$ cat src/rtl/mac_seq_ctrl_if.sv
`default_nettype none
// ============================================================================
// Module      : mac_seq_ctrl_if
// Description : Strobe/handshake bundle between the MAC sequencer and datapath.
// Revision    : 1.0 - initial release
// ============================================================================
interface mac_seq_ctrl_if #(
  parameter int ADDR_W = 4
);
  logic              start;
  logic              rd_en;
  logic [ADDR_W-1:0] rd_addr;
  logic              acc_clr;
  logic              acc_en;
  logic              wr_en;
  logic [ADDR_W-1:0] wr_addr;
  logic              busy;
  logic              done;

  modport master (
    input  start,
    output rd_en, rd_addr, acc_clr, acc_en, wr_en, wr_addr, busy, done
  );

  modport slave (
    output start,
    input  rd_en, rd_addr, acc_clr, acc_en, wr_en, wr_addr, busy, done
  );
endinterface
`default_nettype wire

$ cat src/rtl/mac_seq_ctrl.sv
`default_nettype none
// ============================================================================
// Module      : mac_seq_ctrl
// Description : Moore control FSM sequencing N_ELEM reads/accumulates + write.
// Revision    : 1.0 - initial release
// ============================================================================
module mac_seq_ctrl #(
  parameter int                N_ELEM   = 16,
  parameter int                ADDR_W   = 4,
  parameter int                MEM_LAT  = 1,
  parameter logic [ADDR_W-1:0] RES_ADDR = '0
) (
  input  wire logic      clk,
  input  wire logic      rst,
  mac_seq_ctrl_if.master bus
);

  localparam int                c_lat_w     = (MEM_LAT > 1) ? $clog2(MEM_LAT) : 1;
  localparam logic [c_lat_w-1:0] c_wait_init = c_lat_w'(MEM_LAT - 1);
  localparam logic [ADDR_W-1:0]  c_last_cnt  = ADDR_W'(N_ELEM - 1);

  typedef enum logic [2:0] {
    S_IDLE  = 3'd0,
    S_INIT  = 3'd1,
    S_READ  = 3'd2,
    S_WAIT  = 3'd3,
    S_ACC   = 3'd4,
    S_WRITE = 3'd5,
    S_DONE  = 3'd6
  } state_t;

  state_t              r_state;
  logic [ADDR_W-1:0]   r_cnt;
  logic [c_lat_w-1:0]  r_wcnt;
  logic                r_rd_en;
  logic                r_acc_clr;
  logic                r_acc_en;
  logic                r_wr_en;
  logic                r_busy;
  logic                r_done;

  // Strobes are registered alongside the state they belong to, so each one
  // is asserted for exactly the cycle its state is occupied.
  always_ff @(posedge clk) begin
    if (rst) begin
      r_state   <= S_IDLE;
      r_cnt     <= '0;
      r_wcnt    <= '0;
      r_rd_en   <= 1'b0;
      r_acc_clr <= 1'b0;
      r_acc_en  <= 1'b0;
      r_wr_en   <= 1'b0;
      r_busy    <= 1'b0;
      r_done    <= 1'b0;
    end else begin
      r_rd_en   <= 1'b0;
      r_acc_clr <= 1'b0;
      r_acc_en  <= 1'b0;
      r_wr_en   <= 1'b0;
      r_done    <= 1'b0;
      r_busy    <= 1'b1;
      case (r_state)
        S_IDLE: begin
          if (bus.start) begin
            r_state   <= S_INIT;
            r_acc_clr <= 1'b1;
          end else begin
            r_busy <= 1'b0;
          end
        end
        S_INIT: begin
          r_cnt   <= '0;
          r_state <= S_READ;
          r_rd_en <= 1'b1;
        end
        S_READ: begin
          r_wcnt  <= c_wait_init;
          r_state <= S_WAIT;
        end
        S_WAIT: begin
          if (r_wcnt != '0) begin
            r_wcnt <= r_wcnt - c_lat_w'(1);
          end else begin
            r_state  <= S_ACC;
            r_acc_en <= 1'b1;
          end
        end
        S_ACC: begin
          // Terminal compare happens before any increment, so cnt never wraps.
          if (r_cnt == c_last_cnt) begin
            r_state <= S_WRITE;
            r_wr_en <= 1'b1;
          end else begin
            r_cnt   <= r_cnt + ADDR_W'(1);
            r_state <= S_READ;
            r_rd_en <= 1'b1;
          end
        end
        S_WRITE: begin
          r_state <= S_DONE;
          r_done  <= 1'b1;
        end
        S_DONE: begin
          r_state <= S_IDLE;
          r_busy  <= 1'b0;
        end
        default: begin
          r_state <= S_IDLE;
          r_busy  <= 1'b0;
        end
      endcase
    end
  end

  assign bus.rd_en   = r_rd_en;
  assign bus.rd_addr = r_cnt;
  assign bus.acc_clr = r_acc_clr;
  assign bus.acc_en  = r_acc_en;
  assign bus.wr_en   = r_wr_en;
  assign bus.wr_addr = RES_ADDR;
  assign bus.busy    = r_busy;
  assign bus.done    = r_done;

endmodule
`default_nettype wire

$ cat src/flat_wrapper.sv
// flat-port wrapper written by rule: the top's interface ports become plain ports
module mac_seq_ctrl_flat 
#(
  parameter int                N_ELEM   = 16,
  parameter int                ADDR_W   = 4,
  parameter int                MEM_LAT  = 1,
  parameter logic [ADDR_W-1:0] RES_ADDR = '0
)
  (clk, rst, bus_start, bus_rd_en, bus_rd_addr, bus_acc_clr, bus_acc_en, bus_wr_en, bus_wr_addr, bus_busy, bus_done);
  mac_seq_ctrl_if #(.ADDR_W(ADDR_W)) bus_i ();
  input  wire logic clk;
  input  wire logic rst;
  input wire logic [$bits(bus_i.start)-1:0] bus_start;
  output wire logic [$bits(bus_i.rd_en)-1:0] bus_rd_en;
  output wire logic [$bits(bus_i.rd_addr)-1:0] bus_rd_addr;
  output wire logic [$bits(bus_i.acc_clr)-1:0] bus_acc_clr;
  output wire logic [$bits(bus_i.acc_en)-1:0] bus_acc_en;
  output wire logic [$bits(bus_i.wr_en)-1:0] bus_wr_en;
  output wire logic [$bits(bus_i.wr_addr)-1:0] bus_wr_addr;
  output wire logic [$bits(bus_i.busy)-1:0] bus_busy;
  output wire logic [$bits(bus_i.done)-1:0] bus_done;
  assign bus_i.start = bus_start;
  assign bus_rd_en = bus_i.rd_en;
  assign bus_rd_addr = bus_i.rd_addr;
  assign bus_acc_clr = bus_i.acc_clr;
  assign bus_acc_en = bus_i.acc_en;
  assign bus_wr_en = bus_i.wr_en;
  assign bus_wr_addr = bus_i.wr_addr;
  assign bus_busy = bus_i.busy;
  assign bus_done = bus_i.done;
  mac_seq_ctrl #(.N_ELEM(N_ELEM), .ADDR_W(ADDR_W), .MEM_LAT(MEM_LAT), .RES_ADDR(RES_ADDR)) u_core (.clk(clk), .rst(rst), .bus(bus_i));
endmodule
$ cat config.mk
export PLATFORM = sky130hd
export DESIGN_NAME = mac_seq_ctrl_flat
export DESIGN_NICKNAME = d
export VERILOG_FILES = /design/src/rtl/mac_seq_ctrl_if.sv /design/src/rtl/mac_seq_ctrl.sv /design/src/flat_wrapper.sv
export SDC_FILE = /design/constraint.sdc
export NUM_CORES = 1
export LEC_CHECK = 0
export ABC_AREA = 1
export CAP_MARGIN = 20
export CORE_AREA = 2 2 39 41
export DETAILED_ROUTE_END_ITERATION = 10
export DIE_AREA = 0 0 41 43
export DONT_BUFFER_PORTS = 1
export PLACE_DENSITY = 0.67
export SLEW_MARGIN = 0
export SYNTH_ARGS = -nofsm -noshare
export SYNTH_HDL_FRONTEND = slang
export SYNTH_SLANG_ARGS = --single-unit
$ cat constraint.sdc
create_clock -name clk -period 1.55 [get_ports clk]
set_input_delay 0.31 -clock clk [delete_from_list [all_inputs] [get_ports clk]]
set_output_delay 0.31 -clock clk [all_outputs]
set_load 0.05 [all_outputs]
==> results, run 1 <==
- The first-pass GRT wire length is about 1700 um.
- The path category of the worst min-delay check is in -> reg.
- The final critical-path required period is ~1.3 ns.
- In the post-synthesis netlist, the cell with the most instances is dfxtp_1.
- The number of global-route vias before repair came to ~400.
- At the later pin of the worst-skew pair, clock insertion delay measures around 0.28 ns.
- The highest net fanout along the worst path is 5.
- The setup slack after layout is roughly 0.29 ns.
- The clock sink total is 13.
- The flow ran to the end, and the final reports show no timing, DRC or antenna violations.
- The number of buffers added by the clock tree synthesis step is 3.
- The critical path in this run is classified as reg -> out.
- In this run, the number of DRC markers left after iteration 0 of detailed routing was 7.
- At the worst endpoint, the arrival time is 0.95 ns.
- The worst setup path is launched from a flop.
- On the critical path, the stage with the largest delay is an instance of dfxtp_1.
- The final layout contains routed wiring with a total length of 1000 um.
- In this run the biggest area consumer among cell types represents between 40% and 50% of the synthesized area.
- TritonCTS built the clock tree.
- Across the run, the number of max-cap violations was 0.
- Setup repair after global routing left no endpoint under its margin.
- The share of the clock period used by the worst path after layout is 81.0%.
- The register bit count reported by yosys is 13.
- The count of buffer and inverter cells on the critical path is 1.
- The row count is 14.
- In this run the power density over the cells is roughly 1200 mW/mm2.
- The fraction of layout instances using a drive strength above 1 is between 20% and 30%.
- 0 antenna diodes ended up in the layout.
- For this run, the detailed router's first-pass iteration total came to 4.
- The number of hold-slack violations in the final timing report is 0.
- The number of fill cells is roughly 140.
- The netlist area before placement is between 500 and 600 um2.
- Data on the critical path is required at its endpoint by between 1 and 1.5 ns.
- In this design, the stage delay of the slowest critical-path cell is 0.44 ns.
- Measured along the y axis, the die boundary spans ~43 um.
- The effective utilization at floorplan is a little over two fifths.
- The worst-case clock buffer depth is 2.
- The number of enable-type register cells in the synthesized netlist is 0.
- The placeable core area is about 0.0014 mm2.
- In the routed layout, each cell is associated on average with a via count of 4.84.
- Pin placement for this block handled 17 I/O pins.
- The clock root buffer is clkbuf_4.
- The aggregate global routing overflow is 0.
- The pin count of the biggest net entering global routing is 9.
- Each instance of the synthesized netlist takes up on average about 8.4 um2.
- The residual DRC count is 0.
- The completed layout was analyzed and its total power is 0.765 mW.
- The biggest area contributor in the post-synthesis netlist is dfxtp_1.
- Ranked by total cell area, the synthesized netlist is headed by dfxtp_1 (44%), nor2_1 (6.3%), buf_4 (5.0%).
- The number of antenna violations at the first check in global routing is 0.
- Setup violations remaining at the end of the flow were counted as 0.
- The number of cells produced by synthesis is just over 70.
- The average routed wire per standard cell is about 11 um.
- For this run, the register share of the synthesized area comes to between 40% and 50%.
- For this run, asynchronously set or reset flops after synthesis account for 0%.
- The number of pins with negative max-slew slack in the final report is 0.
- Walking the worst path, the cells encountered are buf_4.
- The die width is about 40 um.
- Once detail routing completed, the nets flagged for antenna violations numbered 0.
- The layout overhead on the synthesized area is 9.20%.
- After clock tree synthesis, the repair step resized 0 gates.
- The overall track demand over capacity in global routing is ~14%.
- Clock-pin slew was measured on the worst setup and hold paths at roughly 0.080 ns.
- Timing analysis after detailed placement gives a worst setup slack of approximately 0.38 ns.
- The kind of cell with the highest combined delay along the critical path is flip-flops.
- Derived from the worst setup path, the maximum achievable clock frequency is 0.796 GHz.
- Routability-driven placement finished with a final weighted congestion of just over 0.7.
- In the synthesized netlist the dominant register cell turns out to be dfxtp_1.
- The number of nets in the layout is 82.
- In this run the static leakage power is between 0.2 and 0.3 nW.
- The number of vias in the routed layout is between 400 and 500.
- After clock tree synthesis, the flow added hold-fix buffers numbering 0.
- The post-detailed-placement half-perimeter wirelength is between 700 and 800 um.
- Port buffering added 0 buffers.
- The die covers approximately 0.0018 mm2.
- The worst clock skew is ~0.0094 ns.
- IR analysis of the VDD net gives a maximum drop of 0.672 mV.
- The CTS H-tree depth is 1.
- The setup total negative slack is 0 ns.
- The warning count from the yosys run is 0.
- After synthesis, the most frequently instantiated cells are dfxtp_1 (13), nor2_1 (10), nand2_1 (7).
- Once the clock tree was built, the setup fixing pass inserted 0 buffers.
- On the final layout, the worst hold slack is between 0.08 and 0.09 ns.
- The kind of capture point of the worst setup path is a primary output.
- The distinct cell type count of the synthesized netlist is 25.
[cells in the final DEF, fill, tap and decap left out, types with 2 or more instances in the layout]
master,netlist,layout
a21oi_1,5,5
a21oi_2,2,2
buf_4,4,4
clkbuf_4,0,3
conb_1,1,4
dfxtp_1,13,12
inv_1,3,3
inv_2,3,3
nand2_1,7,7
nand2_2,2,2
nand2_4,2,2
nand3_1,4,4
nor2_1,10,10
nor2_4,2,2
nor3_1,2,2
[report_power, final]
group	internal (mW)	leakage, nW	total [mW]	switching [mW]
registers	0.355	0.107	0.411	0.0554
clock network	0.0998	0.0150	0.208	0.108
logic	0.0425	0.137	0.147	0.104
[logic make-up (layout without fill, tap and decap cells)]
logic type,count (synthesis),after routing,share of synthesized area (%)
other,1,4,0.627
AOI/OAI and AO/OA,10,10,10.2
DFF,13,13,43.5
adders and majority gates,1,1,2.09
buffers and inverters,12,15,10.2
and+or+nand+nor,34,34,33.3
[final timing paths]
check / from / end / slack, ns / cells past startpoint
min: rst / u_core.bus.rd_addr[1] / 0.08 / 1
min reg2reg: u_core.bus.rd_addr[2] / u_core.bus.rd_addr[2] / 0.55 / 2
max: u_core.bus.rd_addr[3] / bus_rd_addr[3] / 0.29 / 1
max reg2reg: u_core.bus.rd_addr[0] / u_core.bus.rd_addr[2] / 0.36 / 6
[sequential cells by signal, summed over array words and instances, names as in the netlist]
| signal | flops |
|---|---|
| u_core.bus.acc_clr | 1 |
| u_core.bus.acc_en | 1 |
| u_core.bus.busy | 1 |
| u_core.bus.done | 1 |
| u_core.bus.rd_addr | 4 |
| u_core.bus.rd_en | 1 |
| u_core.bus.wr_en | 1 |
| u_core.r_state | 3 |
[cell type report]
cell class              count  area [um2]  share of cell area (%)
flip-flops and latches     13         262                    40.0
clock buffers               4        26.3                    4.02
well taps                  16        20.0                    3.07
inverters                   7        27.5                    4.21
multi-input cells          49         288                    44.1
repair buffers              4        30.0                    4.60
[metal layers]
metal	share of wire, %	global-route usage (%)
met1	47	19.8
met2	46	19.1
met3	5.3	3.66
met4	1.5	8.00
met5	0	0
[through the flow]
| step | cell area [um2] | util [%] | instances |
|---|---|---|---|
| floorplan | 611 | - | 74 |
| global placement | 627 | 45.3 | 89 |
| detailed placement | 627 | 45.3 | 89 |
| CTS | 653 | 47.2 | 93 |
| global route | 653 | 47.2 | 93 |
| finish | 653 | 47.2 | 93 |
(Power assumes the default switching activity.)
==> inputs of run 2 (changes only) <==
==> constraint.sdc (replaced) <==
create_clock -name clk -period 1.25 [get_ports clk]
set_input_delay 0.25 -clock clk [delete_from_list [all_inputs] [get_ports clk]]
set_output_delay 0.25 -clock clk [all_outputs]
set_load 0.05 [all_outputs]
==> results, run 2 (synthesis gave the netlist of run 1 again) <==
- The number of global-route vias before repair is 389 (-3.5%).
- The first-pass GRT wire length is 1540 um (-7.5%).
- The count of pins on the block boundary is 17 (unchanged).
- The placeable core area is 0.00138 mm2 (unchanged).
- The post-detailed-route count of antenna-violating nets is 0 (unchanged).
- The residual DRC count was 0 (unchanged).
- The power per standard cell area is 1380 mW/mm2 (+18%).
- The number of flip-flops in the largest register is 4 (unchanged).
- The post-detailed-placement half-perimeter wirelength is 775 um (+2.3%).
- The antenna diode instance count is 0 (unchanged).
- The row count is 14 (unchanged).
- TritonCTS built the clock tree.
- The critical path required time is 1.00 ns (-0.24 ns).
- The number of search-and-repair iterations in the first detailed-routing pass is 1 (-3).
- The effective utilization at floorplan is 43.2% (unchanged).
- The insertion delay to the later sink of the worst-skew pair is 0.27 ns (about the same).
- The top cell types in the final layout, fill and taps aside, are nor2_1 (10), dfxtp_1 (9), nand2_1 (7).
- The worst clock skew came to 0.00288 ns (-0.00655 ns).
- The final weighted congestion in routability-driven placement came to 0.750 (+4.7%).
- The number of fill cells is 143 (-0.69%).
- The post-detailed-routing wire length is 981 um (-2.0%).
- The die width is 41 um (unchanged).
- The final critical-path required period is approximately 1.1 ns.
- The highest net fanout along the worst path was 1 (-4).
- Static timing analysis puts the maximum clock frequency at ~0.88 GHz.
- The pin count of the biggest net entering global routing was 9 (unchanged).
- The number of instances in the placed design is 90 (+1.1%).
- The average routed wire per standard cell is 10.4 um (-3.0%).
- The die height is 43 um (unchanged).
- The port buffer count is 0 (unchanged).
- The overall track demand over capacity in global routing came to 13.2% (-0.92 points).
- The final setup violation count is 0 (unchanged).
- The CTS H-tree depth is 1 (unchanged).
- The number of nets in the layout is 83 (+1.2%).
- The floorplan die area is 0.00176 mm2 (unchanged).
- The min-delay analysis places its worst path in the category in -> reg.
- The detailed-route vias per instance was 4.88 (+0.91%).
- The worst setup path is of the reg -> out kind.
- The setup total negative slack is 0 ns (unchanged).
- The number of vias in the routed layout is 459 (+2.0%).
- Dividing the final minimum period by the clock period gives between 90% and 100%.
- The worst voltage drop across the vdd grid is 0.697 mV (+3.7%).
- The clock sink total is 13 (unchanged).
- STA classifies the critical path endpoint as a primary output.
- The number of buffers added by the clock tree synthesis step came to 3 (unchanged).
- The fraction of layout instances using a drive strength above 1 came to 38.5% (+8.6 points).
- The post-CTS clock slew at the launch and capture registers of the worst setup and hold paths is 0.07 ns (about the same).
- The number of pins with negative max-slew slack in the final report is 0 (unchanged).
- The worst-case clock buffer depth was 2 (unchanged).
- The non-filler instance count after layout is 94 (+1.1%).
- The number of hold-slack violations in the final timing report is 0 (unchanged).
- The run finished with clean final reports.
- The commonest non-fill, non-tap cell in the layout is nor2_1.
- The layout overhead on the synthesized area is 14.0%.
- In this run the clock root is driven by a clkbuf_4.
- The setup slack on the worst flop-to-flop path is 0.13 ns (-0.23 ns).
- The worst setup path is launched from a flop.
- The static leakage power came to 0.266 nW (+2.7%).
- The violation count after the first detailed-route iteration was 0 (-7).
- The number of antenna violations at the first check in global routing is 0 (unchanged).
- The max capacitance violation total was 0 (unchanged).
- The data arrival time of the worst path was 0.89 ns (-0.06 ns).
- The aggregate global routing overflow is 0 (unchanged).
- Setup repair after global routing left no endpoint under its margin.
[run 2: cell count changes in the layout (fill, tap and decap cells not counted), sizes merged]
cell	previous run	this run
buf	4	5
[run 2: routing by layer]
metal	part of all wire, %	wire [um]	global-route usage, %
met3	5.2	51	3.66
met5	0	0	0
met2	50	494	20.0
met1	44	427	14.8
met4	0.82	8	10.0
[run 2: repair_timing]
| item | in CTS | in global routing |
|---|---|---|
| buffers inserted | 0 | 0 |
| endpoints found under the setup margin | 0 | 4 |
| resized for setup | 0 | 3 |
| hold endpoints to repair | 0 | 0 |
| hold buffers | 0 | 0 |
[run 2: where the power goes]
| group | internal [mW] | switching (mW) | leakage, nW |
|---|---|---|---|
| registers | 0.439 | 0.0656 | 0.109 |
| clock network | 0.123 | 0.124 | 0.0150 |
| logic | 0.0550 | 0.134 | 0.142 |
[run 2: area by class of cell]
| type | count | area, um2 | area share (%) |
|---|---|---|---|
| clock buffer | 4 | 26.3 | 3.85 |
| inverter | 7 | 27.5 | 4.04 |
| tap | 16 | 20.0 | 2.94 |
| timing repair buffer | 5 | 37.5 | 5.50 |
| sequential | 13 | 270 | 39.6 |
| multi-input combinational | 49 | 300 | 44.0 |
[run 2: path summary, 6_finish.rpt]
check	start	end	cells after the start
max	u_core.bus.done	bus_done	0
min	rst	u_core.bus.wr_en	1
max reg2reg	u_core.bus.rd_addr[0]	u_core.r_state[2]	6
min reg2reg	u_core.r_state[2]	u_core.bus.busy	1
[run 2: through the flow]
step	hold WS [ns]	total power [mW]	setup WS, ns	cell area, um2	util, %
after floorplan	0.377	0.685	0.0112	619	-
after global placement	0.317	0.701	0.104	643	46.5
after detailed placement	0.321	0.703	0.0748	643	46.5
after CTS	0.0294	0.955	0.0630	669	48.4
after global routing	0.0287	0.993	0.0129	682	49.3
final	0.0404	0.942	0.111	682	49.3
==> inputs of run 3 (changes only) <==
--- a/config.mk
+++ b/config.mk
@@ -12,6 +12,7 @@
 export DIE_AREA = 0 0 41 43
 export DONT_BUFFER_PORTS = 1
 export PLACE_DENSITY = 0.67
+export SETUP_SLACK_MARGIN = 0.2
 export SLEW_MARGIN = 0
 export SYNTH_ARGS = -nofsm -noshare
 export SYNTH_HDL_FRONTEND = slang
==> results, run 3 (synthesis gave the netlist of run 1 again) <==
- The flow ran to the end, and the final reports show no timing, DRC or antenna violations.
- The number of flip-flops in the largest register is 4 (unchanged).
- The post-CTS clock slew at the launch and capture registers of the worst setup and hold paths came to 0.08 ns (about the same).
- The number of nets in the layout is 89 (+7.2%).
- The setup slack on the worst flop-to-flop path is 0.10 ns (-0.03 ns).
- The port buffer count is 0 (unchanged).
- The number of global-route vias before repair came to 457 (+17%).
- The area growth from synthesis to layout is 39.1%.
- The CTS H-tree depth is 1 (unchanged).
- The cell count of the worst hold path is 1 (unchanged).
- The worst-case clock buffer depth is 2 (unchanged).
- The aggregate global routing overflow is 0 (unchanged).
- The final core area utilization was 60.1% (+11 points).
- The worst hold path belongs to the class in -> reg.
- The worst voltage drop across the vdd grid was 0.557 mV (-20%).
- The share of the clock period used by the worst path after layout was 93.4% (+2.3 points).
- The power per standard cell area is 1200 mW/mm2 (-13%).
- The cell sitting at the root of the clock tree is a clkbuf_4.
- The critical path required time is 1.00 ns (about the same).
- The final critical-path required period is 1.17 ns (+0.0288 ns).
- The fraction of layout instances using a drive strength above 1 is 64.3% (+26 points).
- The delay of the slowest critical-path stage is between 0.3 and 0.4 ns.
- The number of buffers added by the clock tree synthesis step is 3 (unchanged).
- The total cell area at the placement stage is 672 um2 (+4.5%).
- Leaving out fill and tap cells, the most frequent cell in the layout is dfxtp_2.
- The row count was 14 (unchanged).
- The post-detailed-routing wire length came to 1290 um (+31%).
- Among all stages on the critical path, the largest delay is contributed by dfxtp_4.
- In the layout the commonest cells are dfxtp_2 (9), nor2_1 (8), a21oi_2 (6), buf_4 (6), nand2_1 (5).
- The setup total negative slack is 0 ns (unchanged).
- The first-pass GRT wire length is 1840 um (+19%).
- The final setup violation count came to 0 (unchanged).
- The post-detailed-route count of antenna-violating nets is 0 (unchanged).
- The placeable core area is 0.00138 mm2 (unchanged).
- The number of pins with negative max-slew slack in the final report was 0 (unchanged).
- The static leakage power is 0.323 nW (+22%).
- The worst clock skew is 0.00533 ns (+0.00245 ns).
- The clock sink total was 13 (unchanged).
- STA classifies the critical path endpoint as a primary output.
- The number of hold buffers added after CTS is 0 (unchanged).
- The setup slack after layout came to 0.0822 ns (-0.0288 ns).
- The post-placement setup slack came to 0.128 ns (+0.0535 ns).
- The number of search-and-repair iterations in the first detailed-routing pass came to 4 (+3).
- The worst hold path terminates at u_core.bus.rd_addr[1].
- The average routed wire per standard cell is 12.9 um (+24%).
- The launching point of the worst reg2reg path is u_core.bus.rd_addr[0].
- The worst register-to-register path ends at u_core.bus.rd_addr[3].
- The number of vias in the routed layout is 491 (+7.0%).
- Setup repair after global routing could not meet its margin everywhere.
- The data arrival time of the worst path is 0.92 ns (+0.03 ns).
- The highest net fanout along the worst path is 4 (+3).
- The residual DRC count was 0 (unchanged).
- The highest clock rate is 0.856 GHz (-2.5%).
- The post-detailed-placement half-perimeter wirelength was 768 um (-0.90%).
- The insertion delay to the later sink of the worst-skew pair is 0.28 ns (about the same).
- The kind of critical path is reg -> out.
- The overall track demand over capacity in global routing is 15.7% (+2.4 points).
- The number of instances in the placed design came to 90 (unchanged).
- The violation count after the first detailed-route iteration is 2 (+2).
- The nature of the critical path startpoint is a flop.
- The die height is 43 um (unchanged).
- The final design instance area without fill is 832 um2 (+22%).
- The final weighted congestion in routability-driven placement came to 0.685 (-8.6%).
- The number of antenna violations at the first check in global routing is 0 (unchanged).
- The number of hold-slack violations in the final timing report is 0 (unchanged).
- The worst min-delay path startpoint is rst.
- The length in cells of the worst reg-to-reg path is 7 (+1).
- The detailed-route vias per instance is 4.91 (+0.55%).
- The count of pins on the block boundary is 17 (unchanged).
- The floorplan die area is 0.00176 mm2 (unchanged).
- The pin count of the biggest net entering global routing is 9 (unchanged).
- The effective utilization at floorplan is 43.2% (unchanged).
- The non-filler instance count after layout is 100 (+6.4%).
- The antenna diode instance count is 0 (unchanged).
- The die width is 41 um (unchanged).
- The clock tree from TritonCTS is done.
- The signal on the critical path passes through buf_4 > buf_8.
- The max capacitance violation total is 0 (unchanged).
## run 3: cell types whose count changed in the layout (fill, tap and decap cells not counted), moves of 3 or more
cell     change
dfxtp_1      -8
dfxtp_2      +7
a21oi_1      -4
a21oi_2      +4
buf_8        +3
## run 3: layout make-up
| type | instances | area, um2 |
|---|---|---|
| Fill cell | 123 | 552 |
| Multi-Input combinational cell | 49 | 363 |
| Sequential cell | 13 | 283 |
| Timing Repair Buffer | 11 | 113 |
| Inverter | 7 | 27.5 |
| Clock buffer | 4 | 26.3 |
| Tap cell | 16 | 20.0 |
## run 3: power by group
part | internal, mW | switching, mW
Sequential | 0.442 | 0.0724
Combinational | 0.0759 | 0.148
Clock | 0.124 | 0.138
## run 3: worst max path at each step
| stage | end | from | cells past startpoint | slack, ns |
|---|---|---|---|---|
| after detailed placement | u_core.r_state[2] | u_core.bus.rd_addr[1] | 6 | 0.13 |
| final | bus_rd_addr[0] | u_core.bus.rd_addr[0] | 2 | 0.08 |
| after global placement | u_core.bus.rd_addr[2] | u_core.bus.rd_addr[1] | 6 | 0.15 |
| after floorplan | u_core.bus.rd_addr[2] | u_core.bus.rd_addr[1] | 6 | 0.08 |
| after global routing | u_core.bus.rd_addr[3] | u_core.bus.rd_addr[1] | 7 | 0.04 |
| after CTS | u_core.r_state[2] | u_core.bus.rd_addr[1] | 6 | 0.13 |
## run 3: worst max-delay path, delay by kind of cell, from the launching register on
kind	cells	cell delay (ns)
flip-flops	1	0.36
buffers and inverters	2	0.27
## run 3: repair_timing
action,4_1_cts,5_1_grt
hold endpoints to repair,0,0
gates resized for setup,16,14
pin swaps,3,7
endpoints found under the setup margin,15,13
buffers inserted,4,2
## run 3: stage by stage
step,power (mW),hold slack (ns)
floorplan,0.690,0.377
global placement,0.707,0.315
detailed placement,0.707,0.314
CTS,0.973,0.0141
global route,1.04,0.00314
finish,1.00,0.00590
## run 3: per-layer routing
| metal | global-route usage (%) | wire [um] | vias up |
|---|---|---|---|
| met4 | 12.0 | 39 | 0 |
| li1 | - | - | 250 |
| met5 | 0 | 0 | - |
| met3 | 3.66 | 63 | 5 |
| met1 | 15.7 | 481 | 224 |
| met2 | 25.6 | 704 | 12 |
